==> src/rtl/sata_cmd_issue.sv <==
// Host-side SATA command issuer: sends a Register H2D FIS and waits for the matching D2H status FIS.
// Optional response timeout is enabled by defining SATACMD_TIMEOUT_EN.
`timescale 1ns/1ps
module sata_cmd_issue #(
  parameter int TIMEOUT_CYCLES = 1024
) (
  input  logic        i_tx_clk,
  input  logic        i_reset,
  input  logic        i_cmd_valid,
  output logic        o_cmd_ready,
  input  logic [7:0]  i_command,
  input  logic [15:0] i_features,
  input  logic [47:0] i_lba,
  input  logic [15:0] i_count,
  input  logic [7:0]  i_device,
  output logic        m_valid,
  input  logic        m_ready,
  output logic [31:0] m_data,
  output logic        m_last,
  input  logic        s_valid,
  input  logic [31:0] s_data,
  input  logic        s_last,
  input  logic        s_abort,
  output logic        o_busy,
  output logic        o_done,
  output logic [7:0]  o_status,
  output logic [7:0]  o_error,
  output logic        o_err,
  output logic        o_timeout
);
  typedef enum logic [2:0] {IDLE, SEND, WAIT, HDR, DONE} state_t;

  state_t      state_q, state_d;
  logic [2:0]  idx_q, idx_d;
  logic [7:0]  cmd_q, cmd_d, dev_q, dev_d;
  logic [15:0] feat_q, feat_d, cnt_q, cnt_d;
  logic [47:0] lba_q, lba_d;
  logic        skip_q, skip_d;
  logic [7:0]  sh_status_q, sh_status_d, sh_error_q, sh_error_d;
  logic [7:0]  status_q, status_d, error_q, error_d;
  logic        err_q, err_d, tmo_q, tmo_d;

  logic       hdr_beat, end_beat, fin_beat, tmo_hit;
  logic [7:0] eval_status, eval_error;
  logic       unused_ok;

  assign unused_ok = ^{s_data[23:16], TIMEOUT_CYCLES};

  // A header that also carries s_last is evaluated straight from the bus.
  assign hdr_beat    = s_valid && !skip_q && (s_data[31:24] == 8'h34);
  assign eval_status = (state_q == WAIT) ? s_data[15:8] : sh_status_q;
  assign eval_error  = (state_q == WAIT) ? s_data[7:0]  : sh_error_q;
  assign end_beat    = ((state_q == WAIT) && hdr_beat && s_last) ||
                       ((state_q == HDR) && s_valid && s_last);
  assign fin_beat    = end_beat && (s_abort || !eval_status[7]);

`ifdef SATACMD_TIMEOUT_EN
  logic [31:0] tcnt_q, tcnt_d;
  assign tmo_hit = ((state_q == WAIT) || (state_q == HDR)) &&
                   (tcnt_q == 32'(TIMEOUT_CYCLES - 1));
  always_comb begin
    tcnt_d = tcnt_q;
    if (state_q == SEND) tcnt_d = '0;
    else if ((state_q == WAIT) || (state_q == HDR)) tcnt_d = tcnt_q + 32'd1;
  end
  always_ff @(posedge i_tx_clk) begin
    if (i_reset) tcnt_q <= '0;
    else         tcnt_q <= tcnt_d;
  end
`else
  assign tmo_hit = 1'b0;
`endif

  always_ff @(posedge i_tx_clk) begin
    if (i_reset) state_q <= IDLE;
    else         state_q <= state_d;
  end

  always_comb begin
    state_d = state_q;
    case (state_q)
      IDLE: if (i_cmd_valid) state_d = SEND;
      SEND: if (m_ready && (idx_q == 3'd4)) state_d = WAIT;
      WAIT: if (hdr_beat) state_d = s_last ? (fin_beat ? DONE : WAIT) : HDR;
      HDR:  if (s_valid && s_last) state_d = fin_beat ? DONE : WAIT;
      DONE: state_d = IDLE;
      default: state_d = IDLE;
    endcase
    if (tmo_hit && !fin_beat) state_d = DONE;
  end

  always_comb begin
    idx_d       = idx_q;
    cmd_d       = cmd_q;
    feat_d      = feat_q;
    lba_d       = lba_q;
    cnt_d       = cnt_q;
    dev_d       = dev_q;
    skip_d      = 1'b0;
    sh_status_d = sh_status_q;
    sh_error_d  = sh_error_q;
    status_d    = status_q;
    error_d     = error_q;
    err_d       = err_q;
    tmo_d       = tmo_q;
    case (state_q)
      IDLE: begin
        idx_d = 3'd0;
        if (i_cmd_valid) begin
          cmd_d  = i_command;
          feat_d = i_features;
          lba_d  = i_lba;
          cnt_d  = i_count;
          dev_d  = i_device;
        end
      end
      SEND: if (m_ready) idx_d = idx_q + 3'd1;
      WAIT: begin
        // Non-header FIS: swallow every word up to its s_last.
        if (skip_q) skip_d = !(s_valid && s_last);
        else if (s_valid && (s_data[31:24] != 8'h34)) skip_d = !s_last;
        if (hdr_beat) begin
          sh_status_d = s_data[15:8];
          sh_error_d  = s_data[7:0];
        end
      end
      default: ;
    endcase
    if (fin_beat) begin
      status_d = eval_status;
      error_d  = eval_error;
      err_d    = s_abort || eval_status[0];
      tmo_d    = 1'b0;
    end else if (tmo_hit) begin
      status_d = 8'hFF;
      error_d  = 8'h00;
      err_d    = 1'b1;
      tmo_d    = 1'b1;
    end
  end

  always_ff @(posedge i_tx_clk) begin
    if (i_reset) begin
      idx_q       <= '0;
      cmd_q       <= '0;
      feat_q      <= '0;
      lba_q       <= '0;
      cnt_q       <= '0;
      dev_q       <= '0;
      skip_q      <= 1'b0;
      sh_status_q <= '0;
      sh_error_q  <= '0;
      status_q    <= '0;
      error_q     <= '0;
      err_q       <= 1'b0;
      tmo_q       <= 1'b0;
    end else begin
      idx_q       <= idx_d;
      cmd_q       <= cmd_d;
      feat_q      <= feat_d;
      lba_q       <= lba_d;
      cnt_q       <= cnt_d;
      dev_q       <= dev_d;
      skip_q      <= skip_d;
      sh_status_q <= sh_status_d;
      sh_error_q  <= sh_error_d;
      status_q    <= status_d;
      error_q     <= error_d;
      err_q       <= err_d;
      tmo_q       <= tmo_d;
    end
  end

  always_comb begin
    o_cmd_ready = (state_q == IDLE);
    o_busy      = (state_q != IDLE);
    o_done      = (state_q == DONE);
    m_valid     = (state_q == SEND);
    m_last      = (state_q == SEND) && (idx_q == 3'd4);
    m_data      = 32'h0;
    if (state_q == SEND) begin
      case (idx_q)
        3'd0:    m_data = {8'h27, 8'h80, cmd_q, feat_q[7:0]};
        3'd1:    m_data = {dev_q, lba_q[23:0]};
        3'd2:    m_data = {feat_q[15:8], lba_q[47:24]};
        3'd3:    m_data = {16'h0000, cnt_q};
        default: m_data = 32'h0;
      endcase
    end
    o_status  = status_q;
    o_error   = error_q;
    o_err     = err_q;
    o_timeout = tmo_q;
  end
endmodule

==> config.mk <==
export PLATFORM = sky130hd
export DESIGN_NAME = sata_cmd_issue
export DESIGN_NICKNAME = d
export VERILOG_FILES = /design/src/rtl/sata_cmd_issue.sv
export SDC_FILE = /design/constraint.sdc
export NUM_CORES = 1
export LEC_CHECK = 0
export CAP_MARGIN = 20
export CORE_MARGIN = 4
export CORE_UTILIZATION = 42
export CTS_CLUSTER_SIZE = 20
export DETAILED_ROUTE_END_ITERATION = 10
export DONT_BUFFER_PORTS = 1
export PLACE_DENSITY = 0.54
export SLEW_MARGIN = 20
export SYNTH_ARGS = -nofsm -noshare
export SYNTH_HDL_FRONTEND = slang
export SYNTH_SLANG_ARGS = --single-unit
==> constraint.sdc <==
create_clock -name i_tx_clk -period 4.95 [get_ports i_tx_clk]
set_input_delay 0.2475 -clock i_tx_clk [delete_from_list [all_inputs] [get_ports i_tx_clk]]
set_output_delay 0.2475 -clock i_tx_clk [all_outputs]
set_load 0.05 [all_outputs]
Word level (Yosys, flattened, before mapping)
Cells that the tools add are included.
{"block": "word_totals", "word_cells": 72, "regBits": 136}
{"block": "op_classes", "n_reduce_logical": 27, "addsub": 1, "n_eq_ne": 15, "n_mux": 15, "bitwise": 1}
{"operator": "case mux 32 bit (4 select lines)", "n": 1}
{"operator": "2-to-1 mux 32 bit", "n": 1}
{"operator": "2-to-1 mux 3 bit", "n": 7}
{"operator": "2-to-1 mux 8 bit", "n": 2}
{"operator": "== test 3 x 2 -> 1 bit (second input constant)", "n": 4}
{"operator": "case mux 3 bit (4 select lines)", "n": 1}
{"operator": "logical AND 1 bit", "n": 11}
{"operator": "== test 8 x 6 -> 1 bit (second input constant)", "n": 1}
{"operator": "!= test 8 x 6 -> 1 bit (second input constant)", "n": 1}
{"operator": "== test 3 x 1 -> 1 bit (second input constant)", "n": 2}
{"operator": "== test 3 bit (second input constant)", "n": 2}
{"operator": "zero test 3 bit", "n": 2}
{"operator": "!= test 2 x 1 -> 1 bit (second input constant)", "n": 3}
{"operator": "case mux 3 bit (2 select lines)", "n": 1}
{"operator": "AND reduction 2 bit", "n": 3}
{"operator": "zero test 1 bit", "n": 4}
{"operator": "!= test 2 bit (second input constant)", "n": 2}
{"operator": "AND reduction 4 bit", "n": 1}
{"operator": "adder 3 x 1 -> 3 bit (second input constant)", "n": 1}
{"operator": "logical OR 1 bit", "n": 3}
{"operator": "nonzero test 3 bit", "n": 1}
{"operator": "2-to-1 mux 1 bit", "n": 2}
{"operator": "nonzero test 2 bit", "n": 1}
{"operator": "OR reduction 2 bit", "n": 1}
{"operator": "NOT 1 bit", "n": 1}

Logic depth before layout (Yosys ltp)
{"block": "logic_depth", "depth_word": 11, "mapped_depth": 8}

Worst setup path after synthesis
No wires, ideal clock.
{"block": "synth_path", "path_kind": "flip-flop to output port", "from": "register state_q[0]", "to": "output port m_data[11]", "n_path_buf": 1, "t_arrival_ns": 2.439, "path_stages_with_launch": 7, "slack_ns": 2.263, "cell_sequence": "dfxtp_1 inv_1 or3_1 inv_1 o41ai_1 clkbuf_1 a21oi_1"}
{"block": "synth_between", "elab_chain_len": 2}
{"element": "start: declaration", "line": "33", "text": "state_t state_q, state_d;"}
{"element": "start signal: assignment", "line": "76", "text": "else state_q <= state_d;"}
{"element": "== test 3 x 1 -> 1 bit"}
{"element": "via m_valid", "line": "16", "text": "output logic m_valid,"}
{"element": "2-to-1 mux 32 bit", "line": "181", "text": "if (state_q == SEND) begin"}
{"element": "end: declaration", "line": "18", "text": "output logic [31:0] m_data,"}
The timed path passes the listed nets, and every way through them passes these cells.

Worst setup path in the final report
{"block": "layout_path", "from": "register state_q[0]", "to": "output port m_data[12]"}
The elaborated chain is that of the path after synthesis.

==> results.yml <==
worst_setup_path:
  worstSetupPathType: "flip-flop to primary output"
  cp_num_cells: 6
  crit_family: "compound AO/OA/AOI/OAI gates"
  cp_num_buf_inv: 3
  worst_setup_path_start_kind: "flip-flop"
  cp_max_fo: 13
  r2r_start: "state_q[0]$_SDFFE_PP0P_"
  cp_slowest_cell: "a21oi_1"
  critPathMostFrequentCell: "inv_1"
  worstPathCellList: "inv_1 > or3_1 > inv_1 > o41ai_4 > buf_4 > a21oi_1"
  max_stage_delay_ns: 0.86
  reg2regPathDepth: 5
  end_kind: "primary output"
  cp.arrival_ns: 3.60
  r2r-end: "dev_q[5]$_SDFFE_PP0P_"
  cp.required_ns: 4.70
  ff2ff_setup_slack_ns: 2.01
synth:
  synth_compound_area_share_pct: 22.64
  synth_seq_area_share_pct: 46.35
  post_synth_num_cell_types: 41
  synth_fp_nets: 865
  synth_xor_area_share_pct: 0
  syn_avg_cell_area_sq_um: 8.103
  synth_edf_count: 0
  ys_seq_elements: 136
  synth-adder-area-share_pct: 1.065
  synth_top_area_share_pct: 46.35
  ys.flop_type: "dfxtp_1"
  yosysTopAreaCell: "dfxtp_1"
  syn-cell-area_sq_um: 5874
  syn_inst: 725
  ys_top_cells_by_area: "dfxtp_1, nand2_1, a21oi_1"
  synthArstFlopShare_pct: 0
  synth_top_family_by_area: "compound AO/OA/AOI/OAI gates"
  synthSimpleGateAreaFrac_pct: 18.17
  ys_warn_count: 0
  muxShareOfSynthArea_pct: 5.666
grt:
  antenna_found_initial: 0
  grt_overflow: 0
  grt_pass1_wl_um: 27890
  grt_pass1_vias: 5604
  grt_max_degree: 135
  grt.total_usage_pct: 21.48
sta:
  setup_viol: 0
  tightest_slew_ns: 1.146
  period_minus_slack_ns: 3.851
  maxSlewHeadroom_pct: 23.83
  finalCritPeriodShare_pct: 77.80
  max_clock_freq_mhz: 259.7
  layout_setup_ws_ns: 1.099
  finalHoldViolations: 0
  maxSlewViolCount: 0
  fin_setup_tns_ns: 0
  fin_skew_ns: 0.005246
  rsz0062_at_grt: "no"
clock_tree:
  cts_sinks: 136
  postCtsHoldBufs: 114
  clk_latency_ns: 0.41
  ctsResizeCount: 0
  clock-root-buffer: "clkbuf_16"
  postCtsSetupRepairBufs: 0
  clkSlewWorstSetupHoldPaths_ns: 0.05
  clockBufferDepth: 2
  cts_tree: "yes"
  cts_htree_levels: 4
  numCtsBuffers: 17
final_layout:
  diodes: 0
  synthToLayoutAreaGrowth_pct: 30.22
  layout_common_cells: "nand2_1, dfxtp_1, a21oi_1"
  utilization_pct: 56.86
  design_area_sq_um: 7650
  layout-drive-gt1-share_pct: 6.994
  nNetsFinal: 943
  mostFrequentLayoutCell: "nand2_1"
placed_design:
  gp_congestion: 0.9081
  post-place-ws_ns: 1.521
  port_buffers: 0
  hpwl_um: 10570
  dpl_cell_area_sq_um: 5928
pwr:
  p_sw_share_pct: 34.93
  p_per_area_nw_per_um2: 461.4
  p_sw_uw: 1233
  p_seq_share_pct: 38.5
  clockPowerShare_pct: 33.7
  combPwrFrac_pct: 27.8
  p_int_uw: 2297
  leakage_uw: 0.002870
  peakVddDrop_uv: 230.7
drt:
  route.detailed.drc: 0
  wl_per_cell_um: 17.26
  ant_nets: 0
  wl_um: 17110
  drt-vias-per-instance: 5.382
  vias: 5334
  firstDrtPassIters: 5
  drt_iter0_markers: 356
job:
  max_cap_viol_count: 0
min_path:
  holdPathStages: 3
  min_to: "state_q[1]$_SDFFE_PP0P_"
  hold_class: "input port to flip-flop"
  hp-start: "i_reset"
die:
  die_h_um: 126.3
  die_w_um: 126.3
  num_rows: 42
  die_area_sq_um: 15940
  start_util_pct: 43.67
  core-area_sq_um: 13450
  ios: 190
outcome:
  status: "completed"
## Yosys cell counts (all sizes together) (2+ instances only)
library cell  instances
or3                   2
nor4                  2
o21a                 15
nor2                 36
a221oi               21
ha                    5
nor3b                 2
inv                  24
a31oi                 2
a22oi                43
nor2b                 4
mux2i                32
clkbuf               44
dfxtp               136
nand3                 5
and3                  2
nor4b                 2
buf                  18
nand2               196
nor3                  2
a21oi               117
## metrics by stage
stage,power (uW),hold WS (ns),cells
floorplan,2115,0.3835,725
finish,3530,0.02379,991
detailed placement,2269,0.3325,846
global route,3725,0.01991,991
CTS,3560,0.003410,991
global placement,2238,0.3302,846
## cell type report
| type | count | area (sq um) |
|---|---|---|
| Tap cell | 176 | 220.2 |
| Clock inverter | 8 | 71.32 |
| Clock buffer | 23 | 488.0 |
| Inverter | 24 | 90.09 |
| Fill cell | 1230 | 5803 |
| Sequential cell | 136 | 2723 |
| Timing Repair Buffer | 121 | 1211 |
| Multi-Input combinational cell | 503 | 2846 |
## logic make-up (layout without fill, tap and decap cells)
group                      count (synthesis)  in the layout
AOI/OAI and AO/OA                        204            204
buffers and inverters                     86            176
muxes                                     32             32
other                                      1              1
adders and majority gates                  5              5
and+or+nand+nor                          261            261
DFF                                      136            136
## state kept, by name, indices dropped and copies added (netlist names)
register     count
lba_q           48
cmd_q            8
skip_q           1
dev_q            8
o_status         8
sh_error_q       8
idx_q            3
feat_q          16
state_q          3
cnt_q           16
sh_status_q      8
o_err            1
o_error          8
## how the worst max path moves through the flow
stage | startpoint | slack, ns | endpoint
floorplan | state_q[0]$_SDFFE_PP0P_ | 2.26 | m_data[11]
CTS | state_q[0]$_SDFFE_PP0P_ | 1.06 | m_data[6]
global placement | state_q[0]$_SDFFE_PP0P_ | 1.52 | m_data[8]
finish | state_q[0]$_SDFFE_PP0P_ | 1.10 | m_data[12]
detailed placement | state_q[0]$_SDFFE_PP0P_ | 1.52 | m_data[6]
global route | state_q[0]$_SDFFE_PP0P_ | 0.90 | m_data[6]
## power groups by stage
stage	logic (uW)	clock network, uW	registers, uW
finish	982	1190	1360
global route	1090	1260	1370
floorplan	760	0	1360
detailed placement	889	0	1380
CTS	985	1220	1360
global placement	867	0	1370
## worst register-to-register path: cells and delay by family, from the launching register on
family	cells	cell delay, ns
buffers and inverters	1	0.53
AND/OR/NAND/NOR	3	1.69
flip-flops	1	0.43
AO/OA/AOI/OAI	1	0.21
## layer usage
metal | track usage [%] | part of all wire (%) | up-vias
li1 | - | - | 2634
met4 | 9.779 | 2.6 | 0
met5 | 0 | 0 | -
met2 | 35.18 | 47 | 189
met3 | 6.224 | 7.2 | 35
met1 | 26.16 | 43 | 2476
Power figures use the tool's default switching activity.
